### config.mk
export PLATFORM = sky130hd
export DESIGN_NAME = rr_stream_arbiter_flat
export DESIGN_NICKNAME = d
export VERILOG_FILES = /design/src/rtl/rr_stream_arbiter_if.sv /design/src/rtl/rr_stream_arbiter.sv /design/src/flat_wrapper.sv
export SDC_FILE = /design/constraint.sdc
export NUM_CORES = 1
export LEC_CHECK = 0
export CAP_MARGIN = 30
export CORE_MARGIN = 5
export CORE_UTILIZATION = 38
export CTS_CLUSTER_SIZE = 20
export DETAILED_ROUTE_END_ITERATION = 16
export PLACE_DENSITY = 0.93
export SLEW_MARGIN = 20
export SYNTH_ARGS = -nofsm -noshare
export SYNTH_HDL_FRONTEND = slang
export SYNTH_SLANG_ARGS = --single-unit
### constraint.sdc
create_clock -name clk -period 8.6 [get_ports clk]
set_clock_uncertainty 0.05 [all_clocks]
set_input_delay 2.58 -clock clk [delete_from_list [all_inputs] [get_ports clk]]
set_output_delay 2.58 -clock clk [all_outputs]
set_load 0.02 [all_outputs]
### src/rtl/rr_stream_arbiter_if.sv
// Handshake bundle for rr_stream_arbiter: N_REQ requester streams in, one tagged stream out.
// The slave modport is the arbiter side; master is the producer/consumer side.
// Build option: RR_ARB_PACKET_LOCK_EN adds req_last/out_last packet framing.
interface rr_stream_arbiter_if #(
  parameter int unsigned N_REQ  = 4,
  parameter int unsigned DATA_W = 32
);
  localparam int unsigned ID_W = (N_REQ > 1) ? $clog2(N_REQ) : 1;

  logic [N_REQ-1:0]        req_valid;
  logic [N_REQ-1:0]        req_ready;
  logic [N_REQ*DATA_W-1:0] req_data;
  logic                    out_valid;
  logic                    out_ready;
  logic [DATA_W-1:0]       out_data;
  logic [ID_W-1:0]         out_id;
`ifdef RR_ARB_PACKET_LOCK_EN
  logic [N_REQ-1:0]        req_last;
  logic                    out_last;

  modport slave (
    input  req_valid, req_data, req_last, out_ready,
    output req_ready, out_valid, out_data, out_id, out_last
  );
  modport master (
    output req_valid, req_data, req_last, out_ready,
    input  req_ready, out_valid, out_data, out_id, out_last
  );
`else
  modport slave (
    input  req_valid, req_data, out_ready,
    output req_ready, out_valid, out_data, out_id
  );
  modport master (
    output req_valid, req_data, out_ready,
    input  req_ready, out_valid, out_data, out_id
  );
`endif
endinterface

### src/rtl/rr_stream_arbiter.sv
// N-to-1 round-robin arbiter feeding a single-entry registered output slot.
// Each beat is tagged with the index of the requester that sent it.
// Build option: RR_ARB_PACKET_LOCK_EN holds the grant on one requester until it
// delivers a beat with req_last=1, so rotation happens per packet instead of per beat.
module rr_stream_arbiter #(
  parameter int unsigned N_REQ  = 4,
  parameter int unsigned DATA_W = 32
) (
  input  logic               clk,
  input  logic               rst,
  rr_stream_arbiter_if.slave bus
);
  localparam int unsigned ID_W = (N_REQ > 1) ? $clog2(N_REQ) : 1;
  // Reset value of last_grant so that requester 0 is scanned first.
  localparam logic [ID_W-1:0] LastIdx = ID_W'(N_REQ - 1);

  logic              full_q, full_d;
  logic [DATA_W-1:0] data_q, data_d;
  logic [ID_W-1:0]   id_q, id_d;
  logic [ID_W-1:0]   last_grant_q, last_grant_d;

  logic              slot_free;
  logic              found;
  logic              accept;
  logic [ID_W-1:0]   win;
  logic [DATA_W-1:0] win_data;
  logic [N_REQ-1:0]  ready;

`ifdef RR_ARB_PACKET_LOCK_EN
  typedef enum logic [0:0] {StFree, StLocked} lock_e;

  lock_e           lock_q, lock_d;
  logic [ID_W-1:0] lock_id_q, lock_id_d;
  logic            last_q, last_d;
`endif

  // Index of the k-th candidate after base, wrapping modulo N_REQ.
  function automatic logic [ID_W-1:0] rr_idx(input logic [ID_W-1:0] base, input int unsigned k);
    int unsigned s;
    s = (32'(base) + 32'd1 + k) % N_REQ;
    return ID_W'(s);
  endfunction

  // The slot can take a new beat when empty or when its current beat leaves this cycle.
  assign slot_free = !full_q || bus.out_ready;

  // Pick the first valid requester after last_grant (or the locked owner).
  always_comb begin
    found = 1'b0;
    win   = '0;
    for (int unsigned k = 0; k < N_REQ; k++) begin
      if (!found && bus.req_valid[rr_idx(last_grant_q, k)]) begin
        found = 1'b1;
        win   = rr_idx(last_grant_q, k);
      end
    end
`ifdef RR_ARB_PACKET_LOCK_EN
    // Mid-packet: nobody but the owner may be granted, even if the owner is idle.
    if (lock_q == StLocked) begin
      found = bus.req_valid[lock_id_q];
      win   = lock_id_q;
    end
`endif
  end

  // Grant is a single ready bit, suppressed during reset and while the slot is blocked.
  always_comb begin
    accept = found && slot_free && !rst;
    ready  = '0;
    if (accept) begin
      ready[win] = 1'b1;
    end
    win_data = bus.req_data[32'(win) * DATA_W +: DATA_W];
  end

  assign bus.req_ready = ready;
  assign bus.out_valid = full_q;
  assign bus.out_data  = data_q;
  assign bus.out_id    = id_q;
`ifdef RR_ARB_PACKET_LOCK_EN
  assign bus.out_last  = last_q;
`endif

  // Next-state: fill on accept (overrides a simultaneous drain), otherwise drain.
  always_comb begin
    full_d       = full_q;
    data_d       = data_q;
    id_d         = id_q;
    last_grant_d = last_grant_q;
`ifdef RR_ARB_PACKET_LOCK_EN
    lock_d       = lock_q;
    lock_id_d    = lock_id_q;
    last_d       = last_q;
`endif
    if (accept) begin
      full_d = 1'b1;
      data_d = win_data;
      id_d   = win;
`ifdef RR_ARB_PACKET_LOCK_EN
      last_d = bus.req_last[win];
      if (bus.req_last[win]) begin
        lock_d       = StFree;
        last_grant_d = win;
      end else begin
        lock_d    = StLocked;
        lock_id_d = win;
      end
`else
      last_grant_d = win;
`endif
    end else if (full_q && bus.out_ready) begin
      full_d = 1'b0;
    end
  end

  // State registers with synchronous reset; a buffered beat is dropped on reset.
  always_ff @(posedge clk) begin
    if (rst) begin
      full_q       <= 1'b0;
      data_q       <= '0;
      id_q         <= '0;
      last_grant_q <= LastIdx;
`ifdef RR_ARB_PACKET_LOCK_EN
      lock_q       <= StFree;
      lock_id_q    <= '0;
      last_q       <= 1'b0;
`endif
    end else begin
      full_q       <= full_d;
      data_q       <= data_d;
      id_q         <= id_d;
      last_grant_q <= last_grant_d;
`ifdef RR_ARB_PACKET_LOCK_EN
      lock_q       <= lock_d;
      lock_id_q    <= lock_id_d;
      last_q       <= last_d;
`endif
    end
  end
endmodule
### src/flat_wrapper.sv
// flat-port wrapper written by rule: the top's interface ports become plain ports
module rr_stream_arbiter_flat 
#(
  parameter int unsigned N_REQ  = 4,
  parameter int unsigned DATA_W = 32
)
  (clk, rst, bus_req_valid, bus_req_data, bus_out_ready, bus_req_ready, bus_out_valid, bus_out_data, bus_out_id);
  rr_stream_arbiter_if #(.N_REQ(N_REQ), .DATA_W(DATA_W)) bus_i ();
  input  logic clk;
  input  logic rst;
  input wire logic [$bits(bus_i.req_valid)-1:0] bus_req_valid;
  input wire logic [$bits(bus_i.req_data)-1:0] bus_req_data;
  input wire logic [$bits(bus_i.out_ready)-1:0] bus_out_ready;
  output wire logic [$bits(bus_i.req_ready)-1:0] bus_req_ready;
  output wire logic [$bits(bus_i.out_valid)-1:0] bus_out_valid;
  output wire logic [$bits(bus_i.out_data)-1:0] bus_out_data;
  output wire logic [$bits(bus_i.out_id)-1:0] bus_out_id;
  assign bus_i.req_valid = bus_req_valid;
  assign bus_i.req_data = bus_req_data;
  assign bus_i.out_ready = bus_out_ready;
  assign bus_req_ready = bus_i.req_ready;
  assign bus_out_valid = bus_i.out_valid;
  assign bus_out_data = bus_i.out_data;
  assign bus_out_id = bus_i.out_id;
  rr_stream_arbiter #(.N_REQ(N_REQ), .DATA_W(DATA_W)) u_core (.clk(clk), .rst(rst), .bus(bus_i));
endmodule
==> results_dict.tcl, run 1 <==
set metrics [dict create \
    cp.required_ps 5970 \
    peakVddDrop_v 0.0000850 \
    area_growth_syn_to_layout_pct 75.7 \
    synth.ff_latch_count 37 \
    finalMaxSlewViolations 0 \
    n_antenna_cell 0 \
    p_seq_share_pct 34.5 \
    worst_hold_path_type "reg2reg" \
    finalPower_w 0.000612 \
    synthesis.instances 267 \
    max_stage_delay_ps 630 \
    drive_gt1_share_pct 10.0 \
    postCtsSetupRepairBufs 0 \
    instances_no_fill 505 \
    synth_enable_flop_cells 0 \
    switching_power_w 0.000206 \
    reg2reg_depth 6 \
    worst-path-buf-inv 2 \
    wl_um 10300 \
    grt_pass1_vias 3171 \
    synth_top_area_share_pct 30.3 \
    clock_tree_root_buffer_cell "clkbuf_8" \
    static-leakage-power_nw 1.61 \
    critPathArrivalTime_ps 5380 \
    post-route-period-util_pct 93.1 \
    std_cell_rows 29 \
    cap_viol_max_count 0 \
    grt_overflow_total 0 \
    floorplan.initialDensity_pct 38.7 \
    min_delay_path_depth 2 \
    critPathCaptureType "primary output" \
    max_freq_mhz 125 \
    top_reg_cell_synth "dfxtp_1" \
    dp_hpwl_um 7760 \
    synthesis.area_per_instance_um2 9.15 \
    path_delay_family "buffers and inverters" \
    die_area_mm2 0.00813 \
    p_int_w 0.000407 \
    cp.depth 6 \
    critical_path.most_common_cell "clkdlybuf4s50_1" \
    finalHoldViolations 0 \
    first_drt_pass_iteration_count 4 \
    core_area_mm2 0.00631 \
    clock_latency_ps 280 \
    finalSetupViolations 0 \
    dieWidth_um 90.2 \
    route.antenna.remaining_nets 0 \
    grt_antenna_before_repair 0 \
    syn_nets 402 \
    track_usage_pct 23.7 \
    ios 174 \
    start_kind "input port" \
    highest_signal_layer "met4" \
    power_switching_share_pct 33.6 \
    port_buffers 173 \
    synth.cell_area_mm2 0.00244 \
    synth_commonest_cells "37 x dfxtp_1, 26 x a21oi_1, 26 x nand4_1, 26 x o31ai_1, 25 x a221o_1" \
    finish.net_count 562 \
    drt_drc_violations_left 0 \
    critical_path.cell_chain "clkdlybuf4s50_1, nor2b_1, o221a_2, and3_4, and2_1, clkdlybuf4s50_1" \
    cts.reportedPaths.clkPinSlew_ps 70 \
    routed_wire_length_per_instance_um 20.5 \
    drc_violation_total_after_the_first_tritonroute_iteration 125 \
    cts.sinks 37 \
    viasPerCell 5.88 \
    grt_first_pass_wirelength_um 15900 \
    grt_max_degree 29 \
    status "complete, no violations" \
    met2WireLength_um 5410 \
    critical_path_top_delay_cell "clkdlybuf4s50_1" \
    timing.setup.tns_ps 0 \
    detailroute.wirelength.met3_um 740 \
    min_period_ps 8010 \
    largest_driver_fanout_on_the_critical_path 28 \
    slew_at_the_pin_with_the_worst_max_slew_slack_ps 658 \
    number_of_hold_buffers_added_after_cts 0 \
    cell_with_the_most_instances_after_synthesis "dfxtp_1" \
    max_slew_headroom_pct 56.0 \
    ys_seq_area_share_pct 30.3 \
    cts_inserted_buffers 5 \
    synth_top_area_cell "dfxtp_1" \
    post-route-util_pct 68.0 \
    power_density_mw_per_mm2 143 \
    vert_die_dim_um 90.2 \
    htree_num_levels 2 \
    clock_path_buffers 2 \
    globalplace.congestion 0.826 \
    tritoncts "done" \
    m1WireLength_um 3900 \
    synth.area.top_cells "dfxtp_1 30%, a221o_1 10%, o31ai_1 8.0%" \
    yosysWarnings 0 \
    placedCellCount 497 \
    async_reset_ff_share_pct 0 \
    post_cts_resized 0 \
    routed-via-count 2970 \
    rsz_0062_raised_after_global_routing "no" \
    worst-setup-path-type "in2out" \
    power.clock.fraction_pct 19.6 \
    ys_types 39 \
    pwr-share-comb_pct 45.9 \
]
-- metal layers --
| metal | track usage [%] | vias to the layer above |
|---|---|---|
| li1 | - | 1387 |
| met4 | 8.81 | 0 |
| met5 | 0 | - |
| met2 | 44.8 | 156 |
| met3 | 5.26 | 25 |
| met1 | 25.3 | 1402 |
-- cell families (layout without fill, tap and decap cells) --
logic type	count (synthesis)	in the layout	share of synthesized area, %
AND/OR/NAND/NOR	61	61	15.2
AO/OA/AOI/OAI	95	95	28.4
multiplexers	44	44	19.6
flip-flops	37	37	30.3
buffers and inverters	30	191	6.55
-- state kept, by name (all words and copies together) (netlist names) --
signal,count
u_core.bus.out_data,32
u_core.bus.out_id,2
u_core.bus.out_valid,1
u_core.last_grant_q,2
-- worst min-delay path: cells and delay by family (launching register included) --
family	cells	cell delay [ps]
DFF	1	310
AOI/OAI and AO/OA	1	50
and+or+nand+nor	1	50
-- power groups by stage --
stage | clock [W] | combinational, W | sequential (W)
global placement | 0 | 0.000271 | 0.000213
detailed placement | 0 | 0.000280 | 0.000214
CTS | 0.000122 | 0.000282 | 0.000211
floorplan | 0 | 0.000117 | 0.000240
global route | 0.000128 | 0.000298 | 0.000213
finish | 0.000120 | 0.000281 | 0.000211
-- path summary, 6_finish.rpt --
kind	start	to	slack, ps
worst max-delay path	bus_req_valid[3]	bus_req_ready[2]	590
worst min-delay path	u_core.bus.out_id[1]$_SDFFE_PP0P_	u_core.bus.out_id[1]$_SDFFE_PP0P_	410
worst max register to register	u_core.last_grant_q[0]$_SDFFE_PP1P_	u_core.bus.out_data[9]$_SDFFE_PP0P_	6040
worst min register to register	u_core.bus.out_id[1]$_SDFFE_PP0P_	u_core.bus.out_id[1]$_SDFFE_PP0P_	410
-- cell type report --
class / count / area, µm²
clock buffers: 6 / 72.6
clock inverters: 2 / 10.0
fillers: 515 / 2020
inverters: 1 / 3.75
multi-input cells: 200 / 1560
flip-flops and latches: 37 / 741
well taps: 77 / 96.3
repair buffers: 182 / 1810
-- placed cells by master (no fill, tap or decap), drive strengths merged, types with 5 or more instances in the layout --
master         count
clkdlybuf4s50    173
dfxtp             37
mux2              31
a21oi             27
nand4             26
o31ai             26
a221o             25
mux2i             13
o21ai             10
buf                9
nor2               8
nand3              7
clkbuf             6
nand2              5
-- through the flow --
step	worst slack (ps)	area, µm²	hold slack [ps]
6_report	592	4290	412
5_1_grt	472	4290	439
4_1_cts	610	4290	414
3_5_place_dp	614	4210	404
3_3_place_gp	615	4180	402
2_1_floorplan	1970	2440	441
No activity file was read; power rests on OpenSTA's default activity.
==> run 2: changes to the inputs <==
--- a/config.mk
+++ b/config.mk
@@ -8,6 +8,7 @@
 export CAP_MARGIN = 30
 export CORE_MARGIN = 5
 export CORE_UTILIZATION = 38
+export CTS_CLUSTER_DIAMETER = 30
 export CTS_CLUSTER_SIZE = 20
 export DETAILED_ROUTE_END_ITERATION = 16
 export PLACE_DENSITY = 0.93
==> results of run 2 <==
Final layout, timing and power as in run 1 (identical DEF).
==> run 3: changes to the inputs <==
--- a/config.mk
+++ b/config.mk
@@ -11,8 +11,10 @@
 export CTS_CLUSTER_DIAMETER = 30
 export CTS_CLUSTER_SIZE = 20
 export DETAILED_ROUTE_END_ITERATION = 16
+export GPL_TIMING_DRIVEN = 0
 export PLACE_DENSITY = 0.93
-export SLEW_MARGIN = 20
+export SETUP_SLACK_MARGIN = 0.5
+export SLEW_MARGIN = 10
 export SYNTH_ARGS = -nofsm -noshare
 export SYNTH_HDL_FRONTEND = slang
 export SYNTH_SLANG_ARGS = --single-unit
==> run 3 against run 2 <==
Compared with the run above:
- non-clock buffer count rose by 19
- critical path depth is the same
- sequential share of layout area fell by 0.21 points
==> results_dict.tcl, run 3 (synthesized netlist as in run 1, its figures left out) <==
set metrics [dict create \
    dieWidth_um 90.2 \
    power_density_mw_per_mm2 142 \
    layout.area.seq_um2 741 \
    status "complete, no violations" \
    grt_antenna_before_repair 0 \
    grt_max_degree 13 \
    grt_overflow_total 0 \
    finalSetupViolations 0 \
    max_slew_headroom_pct 47.4 \
    clock_latency_ps 280 \
    viasPerCell 5.68 \
    max_stage_delay_ps 630 \
    cts_inserted_buffers 5 \
    largest_driver_fanout_on_the_critical_path 9 \
    port_buffers 172 \
    grt_pass1_vias 3164 \
    route.antenna.remaining_nets 0 \
    fillers 533 \
    number_of_hold_buffers_added_after_cts 0 \
    placed_cell_area_mm2 0.00426 \
    first_drt_pass_iteration_count 5 \
    critical_path_top_delay_cell "clkdlybuf4s50_1" \
    globalplace.congestion 0.808 \
    peakVddDrop_v 0.0000936 \
    drive_gt1_share_pct 10.5 \
    dp_hpwl_um 7840 \
    die_area_mm2 0.00813 \
    rsz_0062_raised_after_global_routing "no" \
    cts.sinks 37 \
    multiInputGateArea_mm2 0.00154 \
    worst-r2r-setup-slack_ps 6190 \
    cap_viol_max_count 0 \
    slew_at_the_pin_with_the_worst_max_slew_slack_ps 785 \
    critPathArrivalTime_ps 5200 \
    mostFrequentLayoutCell "clkdlybuf4s50_1" \
    non_filler_cell_area_final_mm2 0.00435 \
    floorplan.initialDensity_pct 38.7 \
    htree_num_levels 2 \
    core_area_mm2 0.00631 \
    postCtsSetupRepairBufs 0 \
    cts.reportedPaths.clkPinSlew_ps 80 \
    critPathCaptureType "primary output" \
    critical_path.most_common_cell "clkdlybuf4s50_1" \
    post-route-period-util_pct 91.0 \
    largest_reg_flops 32 \
    cp.required_ps 5970 \
    tritoncts "done" \
    finish.net_count 581 \
    static-leakage-power_nw 1.64 \
    drt_drc_violations_left 0 \
    finalHoldViolations 0 \
    finalMaxSlewViolations 0 \
    drc_violation_total_after_the_first_tritonroute_iteration 137 \
    layout.cells.most_common_list "172 x clkdlybuf4s50_1, 37 x dfxtp_1, 26 x nand4_1, 26 x o31ai_1, 26 x a21oi_1" \
    timing.setup.tns_ps 0 \
    n_antenna_cell 0 \
    vert_die_dim_um 90.2 \
    routed-via-count 2977 \
    std_cell_rows 29 \
    wl_um 10000 \
    ios 174 \
    clock_path_buffers 2 \
    start_kind "input port" \
    area_growth_syn_to_layout_pct 77.9 \
    track_usage_pct 23.6 \
    max_freq_mhz 128 \
    critical_path.cell_chain "clkdlybuf4s50_1, nor2b_1, o21ai_1, nand3_1, nor2_1, clkdlybuf4s50_1" \
    post_cts_resized 0 \
    clock_tree_root_buffer_cell "clkbuf_8" \
    grt_first_pass_wirelength_um 16100 \
    routed_wire_length_per_instance_um 19.1 \
    worst-setup-path-type "in2out" \
    min_period_ps 7830 \
    final.hold.worst_slack_ps 431 \
    worst_hold_path_type "reg2reg" \
]
==> run 3: changes by cell type in the layout (fill, tap and decap cells not counted), moves of 4 or more <==
cell      before  now
buf_4          7    2
clkbuf_1       1   15
buf_6          0    4
buf_2          0    8
==> run 3: through the flow <==
stage / std cells / power [W] / setup WS, ps / util [%]
after global placement: 516 / 0.000489 / 761 / 67.5
after detailed placement: 516 / 0.000498 / 769 / 67.5
after CTS: 524 / 0.000618 / 752 / 68.9
after floorplan: 267 / 0.000357 / 1970 / -
final: 524 / 0.000615 / 771 / 68.9
after global routing: 524 / 0.000646 / 577 / 68.9
==> run 3: worst max-delay path, delay by kind of cell <==
kind,cells,cell delay [ps]
buffers and inverters,2,1110
AND/OR/NAND/NOR,3,930
AO/OA/AOI/OAI,1,570
==> run 3: path summary, 6_finish.rpt <==
check / startpoint / endpoint / depth (start not counted)
min: u_core.bus.out_data[16]$_SDFFE_PP0P_ / u_core.bus.out_data[16]$_SDFFE_PP0P_ / 2
max reg2reg: u_core.last_grant_q[0]$_SDFFE_PP1P_ / u_core.bus.out_data[20]$_SDFFE_PP0P_ / 7
min reg2reg: u_core.bus.out_data[16]$_SDFFE_PP0P_ / u_core.bus.out_data[16]$_SDFFE_PP0P_ / 2
max: bus_req_valid[3] / bus_req_ready[0] / 6
==> run 3: area by class of cell <==
class	instances	area share [%]
sequential	37	17.0
timing repair buffer	172	39.6
buffer	29	3.60
clock buffer	5	1.58
inverter	1	0.0863
clock inverter	3	0.403
tap	77	2.22
multi-input combinational	200	35.5
==> run 3: routing by layer <==
metal / vias to the layer above / part of all wire [%] / global-route usage [%]
met1: 1431 / 40 / 27.9
met4: 0 / 0.74 / 4.59
met3: 8 / 5.4 / 4.09
li1: 1419 / - / -
met5: - / 0 / 0
met2: 119 / 54 / 44.2
==> run 3: power breakdown <==
group / internal, W / total (W) / switching [W]
Sequential: 0.000196 / 0.000209 / 0.0000133
Clock: 0.0000560 / 0.000120 / 0.0000644
Combinational: 0.000158 / 0.000286 / 0.000128
